<file path="src/rtl/mult_pkg.sv">
// mult_pkg: shared FSM states, parity helper and default sizing for mult_seq_par
package mult_pkg;
  localparam int DEF_WIDTH = 16;
  localparam int DEF_STEP = 1;
  typedef enum logic [1:0] {IDLE, CHECK, CALC, DONE} mult_state_t;
  function automatic logic even_parity(input logic [63:0] v);
    return ^v;
  endfunction
endpackage

</file>
<file path="src/rtl/mult_shift_add_unit.sv">
// mult_shift_add_unit: magnitude shift-add accumulator; load clears and seeds, step retires STEP bits of b, finish latches the signed product (ports: clk, rst_n, load, step, finish, neg, a_mag, b_mag -> prod, prod_parity)
module mult_shift_add_unit
  import mult_pkg::*;
#(
  parameter int WIDTH = DEF_WIDTH,
  parameter int STEP  = DEF_STEP
) (
  input  logic               clk,
  input  logic               rst_n,
  input  logic               load,
  input  logic               step,
  input  logic               finish,
  input  logic               neg,
  input  logic [WIDTH-1:0]   a_mag,
  input  logic [WIDTH-1:0]   b_mag,
  output logic [2*WIDTH-1:0] prod,
  output logic               prod_parity
);
  logic [2*WIDTH-1:0] a_sh, acc, pp, acc_nxt, res;
  logic [WIDTH-1:0]   b_sh;
  logic               neg_q;
  always_comb begin
    pp      = a_sh * {{(2*WIDTH-STEP){1'b0}}, b_sh[STEP-1:0]};
    acc_nxt = acc + pp;
    res     = neg_q ? -acc_nxt : acc_nxt;
  end
  // finish coincides with the last step, so the product is taken from acc_nxt
  always_ff @(posedge clk or negedge rst_n) begin
    if (!rst_n) begin
      a_sh        <= '0;
      b_sh        <= '0;
      acc         <= '0;
      neg_q       <= 1'b0;
      prod        <= '0;
      prod_parity <= 1'b0;
    end else if (load) begin
      a_sh        <= {{WIDTH{1'b0}}, a_mag};
      b_sh        <= b_mag;
      acc         <= '0;
      neg_q       <= neg;
      prod        <= '0;
      prod_parity <= 1'b0;
    end else if (step) begin
      acc  <= acc_nxt;
      a_sh <= a_sh << STEP;
      b_sh <= b_sh >> STEP;
      if (finish) begin
        prod        <= res;
        prod_parity <= even_parity(64'(res));
      end
    end
  end
endmodule

</file>
<file path="src/rtl/mult_seq_par.sv">
// mult_seq_par: parity-checked sequential signed/unsigned multiplier with req/ack input and result_rdy output (ports: clk, rst_n, arg_a/arg_b with parity, signed_mode, req -> ack, busy, result, result_parity, result_rdy, arg_parity_error)
module mult_seq_par
  import mult_pkg::*;
#(
  parameter int WIDTH = DEF_WIDTH,
  parameter int STEP  = DEF_STEP
) (
  input  logic               clk,
  input  logic               rst_n,
  input  logic [WIDTH-1:0]   arg_a,
  input  logic               arg_a_parity,
  input  logic [WIDTH-1:0]   arg_b,
  input  logic               arg_b_parity,
  input  logic               signed_mode,
  input  logic               req,
  output logic               ack,
  output logic               busy,
  output logic [2*WIDTH-1:0] result,
  output logic               result_parity,
  output logic               result_rdy,
  output logic               arg_parity_error
);
  localparam int N  = WIDTH / STEP;
  localparam int CW = $clog2(N) + 1;
  mult_state_t      state, nxt;
  logic [WIDTH-1:0] a_q, b_q, a_mag, b_mag;
  logic             pa_q, pb_q, sm_q, err, neg, last;
  logic             ack_d, busy_d, rdy_d;
  logic [CW-1:0]    cnt;
  always_comb begin
    err   = (even_parity(64'(a_q)) != pa_q) || (even_parity(64'(b_q)) != pb_q);
    a_mag = (sm_q && a_q[WIDTH-1]) ? -a_q : a_q;
    b_mag = (sm_q && b_q[WIDTH-1]) ? -b_q : b_q;
    neg   = sm_q & (a_q[WIDTH-1] ^ b_q[WIDTH-1]);
    last  = (cnt == CW'(N - 1));
  end
  always_ff @(posedge clk or negedge rst_n) begin
    if (!rst_n) begin
      state      <= IDLE;
      ack        <= 1'b0;
      busy       <= 1'b0;
      result_rdy <= 1'b0;
    end else begin
      state      <= nxt;
      ack        <= ack_d;
      busy       <= busy_d;
      result_rdy <= rdy_d;
    end
  end
  always_comb begin
    nxt = state;
    case (state)
      IDLE:    nxt = req ? CHECK : IDLE;
      CHECK:   nxt = err ? DONE : CALC;
      CALC:    nxt = last ? DONE : CALC;
      DONE:    nxt = IDLE;
      default: nxt = IDLE;
    endcase
  end
  // outputs are decoded from the next state so their registers line up with the state they describe
  always_comb begin
    ack_d  = (nxt == CHECK);
    busy_d = (nxt != IDLE);
    rdy_d  = (nxt == DONE);
  end
  always_ff @(posedge clk or negedge rst_n) begin
    if (!rst_n) begin
      a_q              <= '0;
      b_q              <= '0;
      pa_q             <= 1'b0;
      pb_q             <= 1'b0;
      sm_q             <= 1'b0;
      cnt              <= '0;
      arg_parity_error <= 1'b0;
    end else begin
      if (state == IDLE && req) begin
        a_q  <= arg_a;
        b_q  <= arg_b;
        pa_q <= arg_a_parity;
        pb_q <= arg_b_parity;
        sm_q <= signed_mode;
      end
      if (state == CHECK) begin
        cnt              <= '0;
        arg_parity_error <= err;
      end else if (state == CALC) begin
        cnt <= cnt + 1'b1;
      end
    end
  end
  // load also fires on a parity error, which clears the product to zero
  mult_shift_add_unit #(.WIDTH(WIDTH), .STEP(STEP)) u_unit (
    .clk         (clk),
    .rst_n       (rst_n),
    .load        (state == CHECK),
    .step        (state == CALC),
    .finish      (state == CALC && last),
    .neg         (neg),
    .a_mag       (a_mag),
    .b_mag       (b_mag),
    .prod        (result),
    .prod_parity (result_parity)
  );
endmodule
</file>
<file path="config.mk">
export PLATFORM = sky130hd
export DESIGN_NAME = mult_seq_par
export DESIGN_NICKNAME = d
export VERILOG_FILES = /design/src/rtl/mult_pkg.sv /design/src/rtl/mult_shift_add_unit.sv /design/src/rtl/mult_seq_par.sv
export SDC_FILE = /design/constraint.sdc
export NUM_CORES = 1
export LEC_CHECK = 0
export CAP_MARGIN = 0
export CORE_ASPECT_RATIO = 1.25
export CORE_MARGIN = 2
export CORE_UTILIZATION = 40
export CTS_CLUSTER_SIZE = 14
export DETAILED_ROUTE_END_ITERATION = 8
export PLACE_DENSITY = 0.59
export RECOVER_POWER = 100
export SETUP_SLACK_MARGIN = 0.4
export SYNTH_ARGS = -nofsm -noshare
export SYNTH_HDL_FRONTEND = slang
export SYNTH_SLANG_ARGS = --single-unit
</file>
<file path="constraint.sdc">
create_clock -name clk -period 6.2 [get_ports clk]
set_clock_uncertainty 0.15 [all_clocks]
set_input_delay 0.62 -clock clk [delete_from_list [all_inputs] [get_ports clk]]
set_output_delay 0.62 -clock clk [all_outputs]
set_load 0.02 [all_outputs]
</file>
==> impl_metrics.ini, run 1 <==
[status]
run_status = complete, but fails checks
violations = capacitance limit, slew limit

[logic_synthesis]
synth.area.mux_share_pct = 7.09
synth_xor_xnor_area_share_pct = 10.9
postSynthCellCount = 1154
number_of_synthesized_flops_with_an_enable_pin = 0
asyncSetResetFlopFracSynth_pct = 100
syn_nets = 1245
syn_area_per_cell_um2 = 9.26
synthesis.area_mm2 = 0.0107
synth_compound_area_share_pct = 18.7
simple_gate_share_of_the_synthesized_area_pct = 15.2
seq_area_frac_synth_pct = 37.4
synth.ff_latch_count = 160
post_synth_fa_ha_maj_area_fraction_pct = 6.27
largest_family_of_logic_cells_by_synthesized_area = compound AO/OA/AOI/OAI gates
synth_cell_types = 78
yosys_warnings = 0
synth_ff_type = dfrtp_1

[critical_path]
worst_setup_path_start_kind = register
r2r_setup_slack_ns = 0.65
crit_path_cell_trace = and2_0 > ha_1 > fa_1 > a211oi_1 > o31a_1 > a211o_1 > a21oi_1 > o221ai_1 > o2111ai_1 > or4_4 > o31ai_4 > xor2_2 > xor2_1 > xnor2_1 > xnor3_1 > o21ai_0
worst_reg2reg_startpoint = u_unit.b_sh[0]
timing.critical_path.to_type = register
worst-path-max-fanout = 12
critical-path-max-stage-delay_ns = 0.66
r2r_cells = 16
cp_slowest_cell = o221ai_1
cp_data_arrival_time_ns = 5.73
worst_setup_path_type = register to register
worstSetupStartpoint = u_unit.b_sh[0]
regToRegEndpoint = u_unit.prod_parity
worst_path_required_ns = 6.38

[placement]
gp_routability_congestion = 0.909
dp_hpwl_mm = 18.6
place_inst = 1519
portBuffers = 74

[min_path]
min-delay-path-class = register to register
hold_path_end = u_unit.prod[12]
hold_depth = 2
hp-start = u_unit.prod[12]

[grt]
globalRouteOverflowTotal = 0
grt_start_max_net_pins = 85
grt_pass1_wl_mm = 42.6
antenna_violations_before_repair = 1
first_global_vias = 8247
grt_use_total_pct = 18.9

[finish]
final_core_util_pct = 46.8
layout.cells.non_filler = 1549
antenna_cells_inserted = 0
relative_area_change_from_synthesis_to_final_layout_pct = 14.6
fin_nets = 1289
fillerInstances = 2552
post_route_cells_drive_above_1_share_pct = 8.19

[drt]
route.final.wire_length_mm = 25.3
drt_first_pass_iters = 5
vias_per_cell = 5.40
postRouteAntennaNets = 0
remaining_drc_errors = 0
iteration_0_drc_count_of_the_detailed_router = 520
drt-wirelength-per-cell_um = 16.4
vias = 8357

[floorplanning]
start_util_pct = 40.8
die_w_um = 150
design.die.area_mm2 = 0.0281
die_height_um = 187
placement_rows = 66
pin_count = 75
core_region_area_mm2 = 0.0262

[timing]
tightestPinTransition_ns = 4.60
setup_violations = 0
final_max_slew_viol_count = 228
totalNegativeSetupSlack_ns = 0
post-route-period-util_pct = 89.6
timing.final.crit_period_ns = 5.55
worst_slew_margin_rel_pct = -206
max_clk_rate_mhz = 180
rsz0062_at_grt = no
timing.final.hold_violations = 0

[cts]
setup_fix_buffers_added_after_clock_tree_synthesis = 0
clock_insertion_delay_worst_skew_ns = 0.43
cts_buffers = 17
clkTransAtPathRegs_ns = 0.07
cts.hold.buffers_added = 0
number_of_buffers_on_the_longest_clock_path = 2
cts_resized = 0
htree_num_levels = 4
numClockSinks = 160
cts_tree = yes
clock_tree.root_cell = clkbuf_16

[run]
drv_cap = 4
-- logic make-up after synthesis --
group                      after synthesis
AOI/OAI and AO/OA                      296
xor gates and xnor gates               123
adders and majority gates               53
buffers and inverters                  121
DFF                                    160
muxes                                   70
and+or+nand+nor                        331
-- layout by cell type (no fill, tap or decap), types with 7 or more instances in the layout --
cell type,n
o21a_1,9
a21oi_1,62
clkdlybuf4s50_1,35
and2_0,7
nand3_1,24
clkbuf_16,17
nor2_1,74
o31ai_1,18
a211oi_1,7
nor3_1,20
dlygate4sd3_1,38
buf_4,8
nand4_1,11
o211ai_1,7
xnor2_1,89
mux2i_1,24
o2bb2ai_1,14
a22o_1,23
inv_1,57
and2_1,35
or3_1,9
ha_1,51
xor2_1,27
nand2_1,104
and3_1,11
dfrtp_1,160
and4_1,8
mux2_2,46
o21ai_0,86
nand3b_1,10
a31oi_1,9
-- routing by layer --
metal | vias up | routed length [um] | track usage (%)
met2 | 172 | 12000 | 31.0
met3 | 22 | 845 | 3.03
met1 | 3962 | 12100 | 26.1
met5 | - | 0 | 0
li1 | 4201 | - | -
met4 | 0 | 338 | 4.25
-- worst max-delay path: cells and delay by family, from the launching register on --
family	cells	cell delay (ns)
adders and majority gates	2	0.70
DFF	1	0.47
AOI/OAI and AO/OA	8	2.42
and+or+nand+nor	2	0.85
xor gates and xnor gates	4	0.87
-- flip-flops by register name, summed over array words and instances, names as in the netlist, 2 cells and up --
signal and count:
u_unit.a_sh 32, u_unit.acc 32, u_unit.prod 32, a_q 16, b_q 16, u_unit.b_sh 16, cnt 5, state 2
-- metrics by stage --
stage          instance area, um^2  hold WS (ns)  worst slack, ns
2_1_floorplan                10700         0.174             1.24
3_5_place_dp                 11700         0.319            0.892
3_3_place_gp                 11700         0.310             1.04
6_report                     12300         0.322            0.646
4_1_cts                      12300         0.132            0.898
5_1_grt                      12300         0.348            0.270
-- cell type report --
cell class	count	area [um^2]	share of cell area, %
Timing Repair Buffer	87	813	6.64
Clock buffer	20	467	3.81
Inverter	59	221	1.81
Tap cell	340	425	3.47
Multi-Input combinational cell	873	6200	50.6
Clock inverter	10	126	1.03
Sequential cell	160	4000	32.7
-- how the worst max path moves through the flow --
stage	end	slack, ns	depth (start not counted)
3_3_place_gp	u_unit.prod_parity	1.04	16
5_1_grt	u_unit.prod_parity	0.27	16
4_1_cts	u_unit.prod_parity	0.90	16
6_report	u_unit.prod_parity	0.65	16
2_1_floorplan	u_unit.prod_parity	1.24	18
3_5_place_dp	u_unit.prod_parity	0.89	16
-- synth_stat cells (20+ instances only) --
cell type,instances,share of area (%)
o21ai_0,83,3.9
clkbuf_1,50,1.8
a22o_1,23,1.9
mux2_2,46,4.8
mux2i_1,24,2.2
dfrtp_1,160,37
ha_1,52,6.1
nand3_1,24,1.1
inv_1,57,2.0
xnor2_1,89,7.3
and2_1,40,2.3
nand2_1,104,3.7
a21oi_1,62,2.9
nor3_1,20,0.94
xor2_1,27,2.2
nor2_1,74,2.6
Power of run 1 is left out: the tool's default activity adds up to more than one toggle a clock period on the data nets, which glitch-free logic cannot reach.
==> run 2: changes to the inputs <==
--- a/config.mk
+++ b/config.mk
@@ -11,6 +11,7 @@
 export CORE_UTILIZATION = 40
 export CTS_CLUSTER_SIZE = 14
 export DETAILED_ROUTE_END_ITERATION = 8
+export HOLD_SLACK_MARGIN = 0.03
 export PLACE_DENSITY = 0.59
 export RECOVER_POWER = 100
 export SETUP_SLACK_MARGIN = 0.4
==> results of run 2 <==
The final DEF is identical to that of run 1; final timing and power are the same.
Power of run 2 is left out for the same reason.
